<file path="config.mk">
export PLATFORM = sky130hd
export DESIGN_NAME = iiitb_bcd_scan_disp
export DESIGN_NICKNAME = d
export VERILOG_FILES = /design/src/rtl/iiitb_bcd_scan_disp.sv
export SDC_FILE = /design/constraint.sdc
export NUM_CORES = 1
export LEC_CHECK = 0
export ABC_AREA = 1
export ABC_CLOCK_PERIOD_IN_PS = 2740
export BUFFER_PORTS_ARGS = -buffer_cell sky130_fd_sc_hd__buf_2
export CAP_MARGIN = 40
export CELL_PAD_IN_SITES_DETAIL_PLACEMENT = 1
export CELL_PAD_IN_SITES_GLOBAL_PLACEMENT = 1
export CORE_UTILIZATION = 45
export CTS_CLUSTER_SIZE = 10
export DETAILED_ROUTE_END_ITERATION = 10
export PLACE_DENSITY_LB_ADDON = 0.1
export SLEW_MARGIN = 20
export SYNTH_ARGS = -nofsm -noshare
export SYNTH_HDL_FRONTEND = slang
export SYNTH_SLANG_ARGS = --single-unit
</file>
<file path="constraint.sdc">
create_clock -name CK -period 2.74 [get_ports CK]
set_input_delay 0.548 -clock CK [delete_from_list [all_inputs] [get_ports CK]]
set_output_delay 0.548 -clock CK [all_outputs]
set_load 0.005 [all_outputs]
</file>
<file path="src/rtl/iiitb_bcd_scan_disp.sv">
// Two-digit BCD display receiver: captures a digit pair, reports binary value and legality,
// and scans both digits onto one 7-segment bus. Define BCD_SCAN_LZB_EN for leading-zero blanking.
module iiitb_bcd_scan_disp #(
  parameter int DIV_W   = 10,
  parameter int DIV_MAX = 999
) (
  input  logic       CK,
  input  logic       RN,
  input  logic       EN,
  input  logic       LD,
  input  logic [3:0] QZ_I,
  input  logic [3:0] QU_I,
  output logic [6:0] SEG,
  output logic [1:0] DIG,
  output logic [6:0] BIN,
  output logic       ERR
);

  typedef enum logic [1:0] {
    ST_BLANK  = 2'd0,
    ST_SHOW_U = 2'd1,
    ST_SHOW_T = 2'd2
  } state_t;

  localparam logic [DIV_W-1:0] DIV_LAST = DIV_W'(DIV_MAX);

  state_t           state_r;
  logic [DIV_W-1:0] div_r;
  logic [3:0]       qz_r;
  logic [3:0]       qu_r;
  logic [6:0]       seg_r;
  logic [1:0]       dig_r;
  logic [6:0]       bin_r;
  logic             err_r;
  logic [6:0]       seg_s;
  logic [1:0]       dig_s;

  function automatic logic [6:0] seg_code(input logic [3:0] d);
    logic [6:0] s;
    case (d)
      4'd0:    s = 7'h7E;
      4'd1:    s = 7'h30;
      4'd2:    s = 7'h6D;
      4'd3:    s = 7'h79;
      4'd4:    s = 7'h33;
      4'd5:    s = 7'h5B;
      4'd6:    s = 7'h5F;
      4'd7:    s = 7'h70;
      4'd8:    s = 7'h7F;
      4'd9:    s = 7'h7B;
      default: s = 7'h01;
    endcase
    return s;
  endfunction

  function automatic logic pair_bad(input logic [3:0] z, input logic [3:0] u);
    return (z > 4'd9) || (u > 4'd9);
  endfunction

  function automatic logic [6:0] pair_bin(input logic [3:0] z, input logic [3:0] u);
    logic [6:0] b;
    if (pair_bad(z, u)) begin
      b = 7'h7F;
    end else begin
      b = ({3'b000, z} * 7'd10) + {3'b000, u};
    end
    return b;
  endfunction

  // Segment/digit selection for the current scan phase.
  always_comb begin
    seg_s = 7'h00;
    dig_s = 2'b00;
    case (state_r)
      ST_SHOW_U: begin
        seg_s = seg_code(qu_r);
        dig_s = 2'b01;
      end
      ST_SHOW_T: begin
`ifdef BCD_SCAN_LZB_EN
        if (qz_r == 4'd0) begin
          seg_s = 7'h00;
          dig_s = 2'b00;
        end else begin
          seg_s = seg_code(qz_r);
          dig_s = 2'b10;
        end
`else
        seg_s = seg_code(qz_r);
        dig_s = 2'b10;
`endif
      end
      default: begin
        seg_s = 7'h00;
        dig_s = 2'b00;
      end
    endcase
  end

  // Capture, scan FSM with prescaler, and registered outputs.
  always_ff @(posedge CK or negedge RN) begin
    if (!RN) begin
      state_r <= ST_BLANK;
      div_r   <= '0;
      qz_r    <= 4'd0;
      qu_r    <= 4'd0;
      bin_r   <= 7'd0;
      err_r   <= 1'b0;
      seg_r   <= 7'd0;
      dig_r   <= 2'b00;
    end else begin
      if (LD) begin
        qz_r  <= QZ_I;
        qu_r  <= QU_I;
        bin_r <= pair_bin(QZ_I, QU_I);
        err_r <= pair_bad(QZ_I, QU_I);
      end
      case (state_r)
        ST_BLANK: begin
          // Counting starts one cycle after the first load, from a clean prescaler.
          if (LD) begin
            state_r <= ST_SHOW_U;
            div_r   <= '0;
          end
        end
        ST_SHOW_U, ST_SHOW_T: begin
          if (EN) begin
            if (div_r == DIV_LAST) begin
              div_r   <= '0;
              state_r <= (state_r == ST_SHOW_U) ? ST_SHOW_T : ST_SHOW_U;
            end else begin
              div_r <= div_r + {{(DIV_W-1){1'b0}}, 1'b1};
            end
          end
        end
        default: begin
          state_r <= ST_BLANK;
          div_r   <= '0;
        end
      endcase
      seg_r <= seg_s;
      dig_r <= dig_s;
    end
  end

  assign SEG = seg_r;
  assign DIG = dig_r;
  assign BIN = bin_r;
  assign ERR = err_r;

endmodule

</file>
==> results of run 1 <==
cells in the mapped netlist, drive strengths merged, types with 2 or more instances:
cell type  number
buf             3
dfrtp          37
xor2            2
nand4           4
nor2           36
o21ai          21
a21oi          11
nand2          78
inv            46
ha             23
nand3          18
fa              2
o211ai          2
or2             3
kinds of logic after synthesis:
group                    Yosys count  share of synthesized area, %
AND/OR/NAND/NOR                  141                          27.4
buffers and inverters             50                          8.60
AO/OA/AOI/OAI                     38                          9.09
flip-flops                        37                          40.0
adder cells (fa/ha/maj)           25                          14.2
XOR/XNOR                           2                         0.757
final cells by class:
class | count | area, sq um | area share [%]
repair buffers | 29 | 168 | 6.25
clock buffers | 5 | 68.8 | 2.57
flip-flops and latches | 37 | 926 | 34.5
well taps | 67 | 83.8 | 3.13
clock inverters | 3 | 68.8 | 2.57
inverters | 46 | 178 | 6.63
multi-input cells | 206 | 1190 | 44.3
registers in the layout, summed over array words and instances (netlist names):
| signal | flops |
|---|---|
| div_r | 10 |
| BIN | 7 |
| SEG | 7 |
| qu_r | 4 |
| qz_r | 4 |
| DIG | 2 |
| state_r | 2 |
| ERR | 1 |
worst reg2reg max path, delay by kind of cell (launching register included):
family,cells,cell delay [ns]
DFF,1,0.43
and+or+nand+nor,4,0.40
adders and majority gates,1,0.35
buffers and inverters,3,0.32
per-layer routing:
layer,GRT usage (%),vias to the layer above,wire length [um]
met1,30.0,929,2530
met5,0,-,0
li1,-,979,-
met3,4.25,6,119
met2,36.6,26,2460
met4,6.84,0,61
worst paths after layout:
kind                            end  cells past startpoint
min reg2reg                  BIN[1]                      2
min in group CK             qu_r[0]                      3
max in group asynchronous    BIN[5]                      2
max                          BIN[6]                     11
max reg2reg                div_r[7]                      8
min                         qz_r[1]                      1
where the power goes:
| part | switching (mW) | internal [mW] | leakage (nW) |
|---|---|---|---|
| Combinational | 0.468 | 0.247 | 0.830 |
| Sequential | 0.0716 | 0.655 | 0.462 |
| Clock | 0.211 | 0.367 | 0.0687 |
==> results.txt, run 1 <==
The run finished with clean final reports. The library cell used most frequently in the layout, excluding fill and tap cells, is nand2_1. The number of iterations in the first detailed-routing pass is 4. The number of ports placed on the die boundary came out at 29. The antenna cell count is 0. The clock reaches the later pin of the worst-skew pair after 0.30 ns.

The number of hold buffers added after CTS was 0. The number of filler instances in the final layout came out at 621. The count of non-filler cells in the finished layout is 393. TritonCTS built the clock tree. The largest net degree at the start of global routing came out at 38. The synthesized netlist net count came out at 330. The count of cells resized by post-cts repair is 0. The beginning of the worst register-to-register path is state_r[1]. The number of buffers and inverters on the critical path came out at 3. The worst-case headroom to the max-slew limit is 70.9%. The count of nets left with antenna violations once routing finished came out at 0. The number of DRC violations after detailed-routing iteration 0 came out at 46. The number of max-cap violations came out at 0.

The post-route netlist has 17.5% of its cells at a drive strength greater than 1. The leakage component of the power is 1.36 nW. The placeable core region came out at 0.00485 sq mm. The number of remaining DRC errors came out at 0. The top cell types in the final layout, fill and taps aside, are nand2_1 (73), inv_1 (42), dfrtp_1 (37).

The average wire per standard cell is 13.1 um. The worst slack at placement came out at 0.399 ns. The number of flops mapped to enable cells by yosys came out at 0. The worst reg-to-reg setup slack is 1.15 ns. The number of antenna violations at the first check in global routing was 0. The initial utilization of the core area, before any placement, comes to 47.7%. By area the synthesized netlist is led by dfrtp_1 (40%), ha_1 (12%), nand2_1 (12%), inv_1 (6.8%), nor2_1 (5.0%).

The standard cell area after detailed placement is 0.00252 sq mm. Once layout is done, the placed cells without fillers occupy 0.00268 sq mm. The final global-route overflow total is 0. For this design the ratio of total power to cell area is 753 mW/mm^2. The number of distinct standard cells referenced by the synthesized netlist is 31. The area added between synthesis and finish is 15.9%.

On the worst path, the slowest cell contributes a delay of 0.45 ns. dfrtp_1 takes more of the synthesized area than any other cell. The routed design has 5170 um of wire. The worst setup path is of the in2reg kind. The register bit total from synthesis came out at 37. The kind of cell with the highest combined delay along the critical path is adder cells. Of all nets on the critical path, the largest fanout is 5. The number of max-slew violations in the final report is 0. The synthesized cell area came out at 0.00231 sq mm. The vias after detailed routing came out at 1940.

The maximum clock rate came out at 0.485 GHz. The routed design could run at a clock period as short as 2.06 ns. The total global routing track utilization is 22.4%. The endpoint required time on the critical path came out at 2.93 ns.

The critical path goes through buf_2 > ha_1 > ha_1 > inv_1 > fa_1 > nor2_1 > nand3b_1 > nand3_1 > nand3_1 > nand2_1 > inv_1. The transition at the pin with the smallest max-transition slack is 0.437 ns. Clock-pin slew was measured on the worst setup and hold paths at 0.08 ns. Port buffering added 28 buffers.

The cell sitting at the root of the clock tree is a clkbuf_8. Among all stages on the critical path, the largest delay is contributed by fa_1. The worst vdd rail ir drop is 0.000361 V. Clock tree synthesis inserted a total of 5 buffers.

The floorplan step defined a die boundary enclosing 0.00543 sq mm. The die boundary height is 73.7 um. The maximum buffer depth of the clock tree came out at 2. The worst hold slack is 0.167 ns.

The most common flop cell mapped by yosys is dfrtp_1. The count of mapped cells out of synthesis is 293. The kind of path behind the tightest hold check is in2async.

The global-route wire length before repair is 9100 um. The half-perimeter wire length after placement is 3910 um. Once the clock tree was built, the setup fixing pass inserted 0 buffers. The critical path arrival is 2.25 ns. The final clock period utilization by the worst path is 75.2%. Summing the sequential cell areas from Yosys gives 40.0% of the chip area. The mean cell area of the mapped netlist is 7.90 sq um. The share of the synthesized area in the top cell type is 40.0%. The critical path starts at QZ_I[1]. The final worst slack is 0.680 ns.

During synthesis, Yosys emitted a total of 0 warnings. Using the TritonRoute via totals, the vias-per-cell ratio works out to 4.94. At the end of routability-driven placement, the weighted congestion stood at 0.823.

The number of global-route vias before repair came out at 1981. The die outline width came out at 73.7 um. The number of setup violations in the final report came out at 0. The design draws 2.02 mW. The post-route setup TNS is 0 ns. The placed instance count is 384. STA classifies the critical path endpoint as a flip-flop. Setup repair after global routing left no endpoint under its margin. The proportion of synthesized flip-flops having asynchronous set or reset came out at 100%. The number of endpoints with negative hold slack in the final report is 0. The core occupancy in the finished layout is 55.3%. The count of clock tree sinks came out at 37.

The worst setup path is launched from an input port. The H-tree depth is 2. In the final design database the tool counted 362 nets. Between clock sinks in the finished design, the worst skew comes to 0.00969 ns. The total number of placement rows is 25.
Power figures use the tool's default switching activity.
==> run 2, diff against run 1 <==
ABC_CLOCK_PERIOD_IN_PS = 1700   (was 2740)
CORE_UTILIZATION = 39   (was 45)
clock period = 1.7 ns   (was 2.74 ns; I/O delays follow)
==> run 2 against run 1 <==
Routed wire length up 5.8%. Count of clock-buffer cells in the layout is 2 higher. Setup slack got worse by 0.60 ns. Critical path type unchanged. Clock power up 37%.
==> results.txt, run 2 (synthesis gave the netlist of run 1 again) <==
The run finished with clean final reports. Combinational logic is responsible for 38.3% of the overall power. The number of iterations in the first detailed-routing pass came out at 4. The clock passes through at most 2 buffers. The die is 79.0 um tall. The number of routed nets with antenna violations came out at 0. For this run the aggregate overflow at the end of global routing stands at 0.

0 antenna diodes ended up in the layout. The maximum fanout encountered on the critical timing path is 3. Of the total power, registers draw 36.9%. After detailed routing, the number of vias per cell comes to 4.89.

The critical path is of the in2reg type. The final estimated routing congestion in global placement is 0.754. The number of DRC violations after detailed-routing iteration 0 came out at 65. Setup repair after global routing could not meet its margin everywhere. The switching component of the power came out at 1.19 mW. TritonCTS built the clock tree.

The final worst clock skew is 0.00885 ns. The number of global-route vias before repair came out at 2120. The most used routing layer is met2. The worst setup path is launched from an input port.

The number of ports placed on the die boundary came out at 29. The die is 79.0 um wide. The worst slack at placement is -0.272 ns. After layout, the worst setup slack is 0.0765 ns. The library cells used most frequently in the layout, excluding fill and tap cells, are nand2_1 (73), inv_1 (41), dfrtp_1 (37). The number of max-cap violations came out at 0. The number of endpoints with negative hold slack in the final report came out at 0.

The slowest cell on the critical path is fa_1. The number of max-slew violations in the final report is 0. The fraction of final layout cells sized beyond drive strength 1 came out at 21.1%. The critical path arrival is 1.81 ns.

On the worst path, the slowest cell contributes a delay of 0.46 ns. Once placement completed, the tool counted placed cells totaling 400. The first global-routing pass estimated 9820 um of wire. The cell-internal power came out at 1.99 mW. The worst setup path is captured at a flip-flop.

Detailed placement finished with a half-perimeter wire length of 4310 um. The net switching share of the total power is 37.6%. After detailed placement, the total cell area comes to 0.00265 sq mm. The clock share of power came out at 24.8%. The leakage component of the power came out at 1.40 nW. The final instance area came out at 0.00279 sq mm. The number of filler instances in the final layout is 725. The clock transition time at the flip-flop clock pins of the worst setup and hold paths is 0.07 ns. The clock period minus final worst setup slack came out at 1.62 ns.

The commonest non-fill, non-tap cell in the layout is nand2_1. The number of buffers and inverters on the critical path is 3. The vias after detailed routing is 2000. The number of post-CTS setup repair buffers is 0. The final clock period utilization by the worst path came out at 95.5%. Clock tree synthesis selected as its root buffer the cell clkbuf_8. The number of antenna violations at the first check in global routing is 0.

The layout net count is 373. Entering global routing, the biggest net connects 22 pins. Counting flops per register, the top entry is div_r. The H-tree depth is 2. The effective utilization at floorplan is 41.3%. The flip-flop count of the largest register, all copies and words added is 10. The met3 track demand over resource came out at 3.45%. At the pin with the least slew margin, the transition time is 0.424 ns. The worst vdd rail ir drop came out at 0.000602 V.

The met1 track utilization from global routing is 26.0%. The total die area came out at 0.00624 sq mm. The post-route setup TNS came out at 0 ns. The routed design has 5470 um of wire.

Dividing the detail-routed wire length by the instance count gives 13.4 um. The floorplan has 27 rows. For the worst-skew pair, the clock arrives at the later sink with an insertion delay of 0.29 ns.

The total global routing track utilization is 20.2%. The met2 capacity usage during global routing came out at 35.2%. The placeable core region is 0.00561 sq mm.

The family with the most delay on the worst path is adder cells. The path class of the tightest hold or removal check is in2reg. The core occupancy in the finished layout is 49.8%. The area added between synthesis and finish came out at 20.6%. The critical path goes through buf_6 > ha_4 > ha_4 > inv_2 > fa_1 > nor2_2 > nand3b_1 > nand3_1 > nand3_1 > nand2_1 > inv_1. Data on the critical path is required at its endpoint by 1.88 ns.

The number of buffers created by CTS came out at 5. For this design the ratio of total power to cell area is 1140 mW/mm^2. Headroom to the max-slew limit came out at 71.7%. The maximum clock rate came out at 0.616 GHz.

The count of non-filler cells in the finished layout is 409. After detailed routing, the number of remaining DRC violations is 0. The count of clock tree sinks came out at 37. The count of buffers inserted at the top-level ports is 28. The number of setup violations in the final report is 0.
## run 2: final timing paths
check / startpoint / to / slack, ns / depth (start not counted)
worst max-delay path: QZ_I[1] / BIN[6] / 0.08 / 11
worst min-delay path: QU_I[0] / qu_r[0] / 0.31 / 3
worst max register to register: state_r[0] / div_r[7] / 0.15 / 8
worst min register to register: BIN[2] / BIN[2] / 0.50 / 2
max in group asynchronous: RN / BIN[4] / 0.72 / 3
min in group asynchronous: RN / SEG[6] / 0.51 / 2
## run 2: layout make-up
class | count | area [sq um] | area share, %
Clock buffer | 7 | 86.3 | 3.09
Sequential cell | 37 | 926 | 33.2
Timing Repair Buffer | 40 | 262 | 9.37
Inverter | 46 | 178 | 6.37
Multi-Input combinational cell | 206 | 1220 | 43.7
Clock inverter | 1 | 30.0 | 1.08
Tap cell | 72 | 90.1 | 3.23
## run 2: tightest hold or removal path, delay by kind of cell
family,cells,cell delay [ns]
AO/OA/AOI/OAI,1,0.07
AND/OR/NAND/NOR,1,0.07
buffers and inverters,1,0.07
## run 2: through the flow
stage,hold WS [ns],total power [mW]
2_1_floorplan,0.0444,1.97
3_3_place_gp,0.296,2.37
3_5_place_dp,0.303,2.42
4_1_cts,0.305,3.23
5_1_grt,0.345,3.44
6_report,0.309,3.18
## run 2: metal layers
metal,wire [um],vias up
met5,0,-
met4,48,0
met3,128,5
met2,2670,26
met1,2620,970
li1,-,999
## run 2: repair_timing
item	4_1_cts	5_1_grt
hold buffers	1	0
resized for setup	0	5
setup endpoints to repair	0	1
endpoints found under the hold margin	16	0
## run 2: power by group through the flow
stage	clock network (mW)	registers [mW]	logic [mW]
after CTS	0.814	1.18	1.24
after global routing	0.851	1.20	1.40
after detailed placement	0	1.19	1.23
final	0.789	1.17	1.22
after global placement	0	1.18	1.19
after floorplan	0	1.17	0.800
==> run 3, diff against run 2 <==
RECOVER_POWER = 100   (was not set)
==> run 3 against run 2 <==
Die area stayed put. First-iteration DRC count increased by 3.1%. Non-clock buffer count is the same. Clock power is essentially flat. Clock skew up 0.00063 ns. Count of clock-buffer cells in the layout is the same. Fmax about the same.
==> results.txt, run 3 (synthesis gave the netlist of run 1 again) <==
The run finished with clean final reports. The flip-flop count of the largest register, all copies and words added came out at 10. The number of max-slew violations in the final report is 0. The slowest cell on the critical path is fa_1. TritonCTS built the clock tree. The source-to-sink clock delay at the later pin of the worst-skew pair came out at 0.29 ns.

The H-tree depth is 2. The delay of the slowest critical-path stage is 0.46 ns. The number of antenna violations at the first check in global routing came out at 0.

Clock tree synthesis inserted a total of 5 buffers. The maximum buffer depth of the clock tree came out at 2. The final clock period utilization by the worst path came out at 95.5%.

During placement, the flow inserted port buffers numbering 28. The number of ports placed on the die boundary is 29. The number of remaining DRC errors is 0. The critical path arrival is 1.81 ns.

The die outline width came out at 79.0 um. Entering global routing, the biggest net connects 22 pins. The final global-route overflow total is 0.

The count of clock tree sinks is 37. The transition at the pin with the smallest max-transition slack came out at 0.968 ns. The average wire per standard cell came out at 13.4 um.

The number of global-route vias before repair came out at 2120. In the final timing run, aggregate negative setup slack is 0 ns. The repair_antennas step left the layout with diodes totalling 0. The vias after detailed routing is 1998. The analysis attributes to cell leakage a power of 1.39 nW. In the layout the commonest cells are nand2_1 (73), inv_1 (41), dfrtp_1 (37). For this configuration, the core starts out at a cell density of 41.3%. The cell sitting at the root of the clock tree is a clkbuf_8. The clock period minus final worst setup slack came out at 1.62 ns. The global-route wire length before repair came out at 9820 um. The number of max-cap violations is 0.

The power per standard cell area is 1140 mW/mm^2. The signal on the critical path passes through buf_6 > ha_4 > ha_4 > inv_2 > fa_1 > nor2_2 > nand3b_1 > nand3_1 > nand3_1 > nand2_1 > inv_1. The worst-case headroom to the max-slew limit is 35.4%. The total wire length is 5470 um.

The endpoint required time on the critical path came out at 1.88 ns. IR analysis of the VDD net gives a maximum drop of 0.000602 V. The number of setup violations in the final report came out at 0.

The final instance area is 0.00277 sq mm. The number of routed nets with antenna violations came out at 0. The critical path in this run is classified as in2reg.

The total number of placement rows came out at 27. Of all nets on the critical path, the largest fanout is 3. The half-perimeter wire length after placement is 4310 um. Across the routed clock network, the largest skew measured is 0.00948 ns.

STA classifies the critical path endpoint as a flip-flop. The area growth from synthesis to layout is 19.9%. The floorplan step defined a core boundary enclosing 0.00561 sq mm.

The average vias per placed instance is 4.89. Setup repair after global routing could not meet its margin everywhere. div_r holds more flip-flops than any other register. In the final design database the tool counted 373 nets. Leaving out fill and tap cells, the most frequent cell in the layout is nand2_1. The kind of path behind the tightest hold check is in2reg. Power comes to 3.17 mW. In this run the cell area measured after placement is 0.00265 sq mm. Before antenna repair, the detailed router went through 4 iterations. The worst setup path is launched from an input port. Clock-pin slew was measured on the worst setup and hold paths at 0.07 ns. The count of non-filler cells in the finished layout is 409. The fraction of final layout cells sized beyond drive strength 1 came out at 19.9%.

After the first detailed-routing iteration, the DRC count stood at 67. The maximum clock rate came out at 0.616 GHz. The congestion estimate from routability-driven global placement came to 0.754.

The placed instance count came out at 400. The number of endpoints with negative hold slack in the final report is 0. The total global routing track utilization came out at 20.2%. From bottom edge to top edge, the die measures 79.0 um. The total die area is 0.00624 sq mm.
==> run 3: changes by cell type in the layout (fill, tap and decap cells not counted) <==
| cell | delta |
|---|---|
| buf_12 | -1 |
| buf_2 | -3 |
| buf_6 | +1 |
| clkbuf_1 | +4 |
| buf_4 | -1 |
==> run 3: power breakdown <==
part | internal, mW | leakage, nW | switching, mW | total (mW)
combinational | 0.443 | 0.865 | 0.767 | 1.21
clock | 0.478 | 0.0585 | 0.311 | 0.790
sequential | 1.06 | 0.462 | 0.117 | 1.17
==> run 3: critical path: cells and delay by family <==
family,cells,cell delay (ns)
adders and majority gates,3,0.83
buffers and inverters,3,0.17
and+or+nand+nor,5,0.45
==> run 3: worst paths after layout <==
path                            depth (start not counted)  endpoint  slack (ns)        from
worst min register to register                          2    BIN[2]        0.50      BIN[2]
max in group asynchronous                               3    BIN[4]        0.26          RN
worst max-delay path                                   11    BIN[6]        0.08     QZ_I[1]
worst min-delay path                                    3   qu_r[0]        0.31     QU_I[0]
min in group asynchronous                               2    SEG[6]        0.72          RN
worst max register to register                          8  div_r[7]        0.14  state_r[0]
==> run 3: area by class of cell <==
class | count | area (sq um)
Sequential cell | 37 | 926
Fill cell | 730 | 2830
Tap cell | 72 | 90.1
Multi-Input combinational cell | 206 | 1220
Timing Repair Buffer | 40 | 245
Clock inverter | 1 | 30.0
Inverter | 46 | 178
Clock buffer | 7 | 86.3
==> run 3: what timing repair did <==
action / CTS / global route
setup endpoints to repair: 0 / 1
endpoints found under the hold margin: 16 / 0
buffers inserted: 0 / 0
hold buffers: 1 / 0
gates resized for setup: 0 / 5
==> run 3: layer usage <==
layer	wire length, um	global-route usage [%]
met3	129	3.45
met5	0	0
met2	2670	35.2
met1	2620	26.0
met4	48	4.91
==> run 3: metrics by stage <==
stage	util, %	hold slack [ns]	worst slack (ns)
2_1_floorplan	-	0.0444	-0.0622
3_3_place_gp	47.2	0.296	-0.233
3_5_place_dp	47.2	0.303	-0.272
4_1_cts	49.4	0.305	0.0338
5_1_grt	49.5	0.345	-0.0383
6_report	49.5	0.309	0.0765
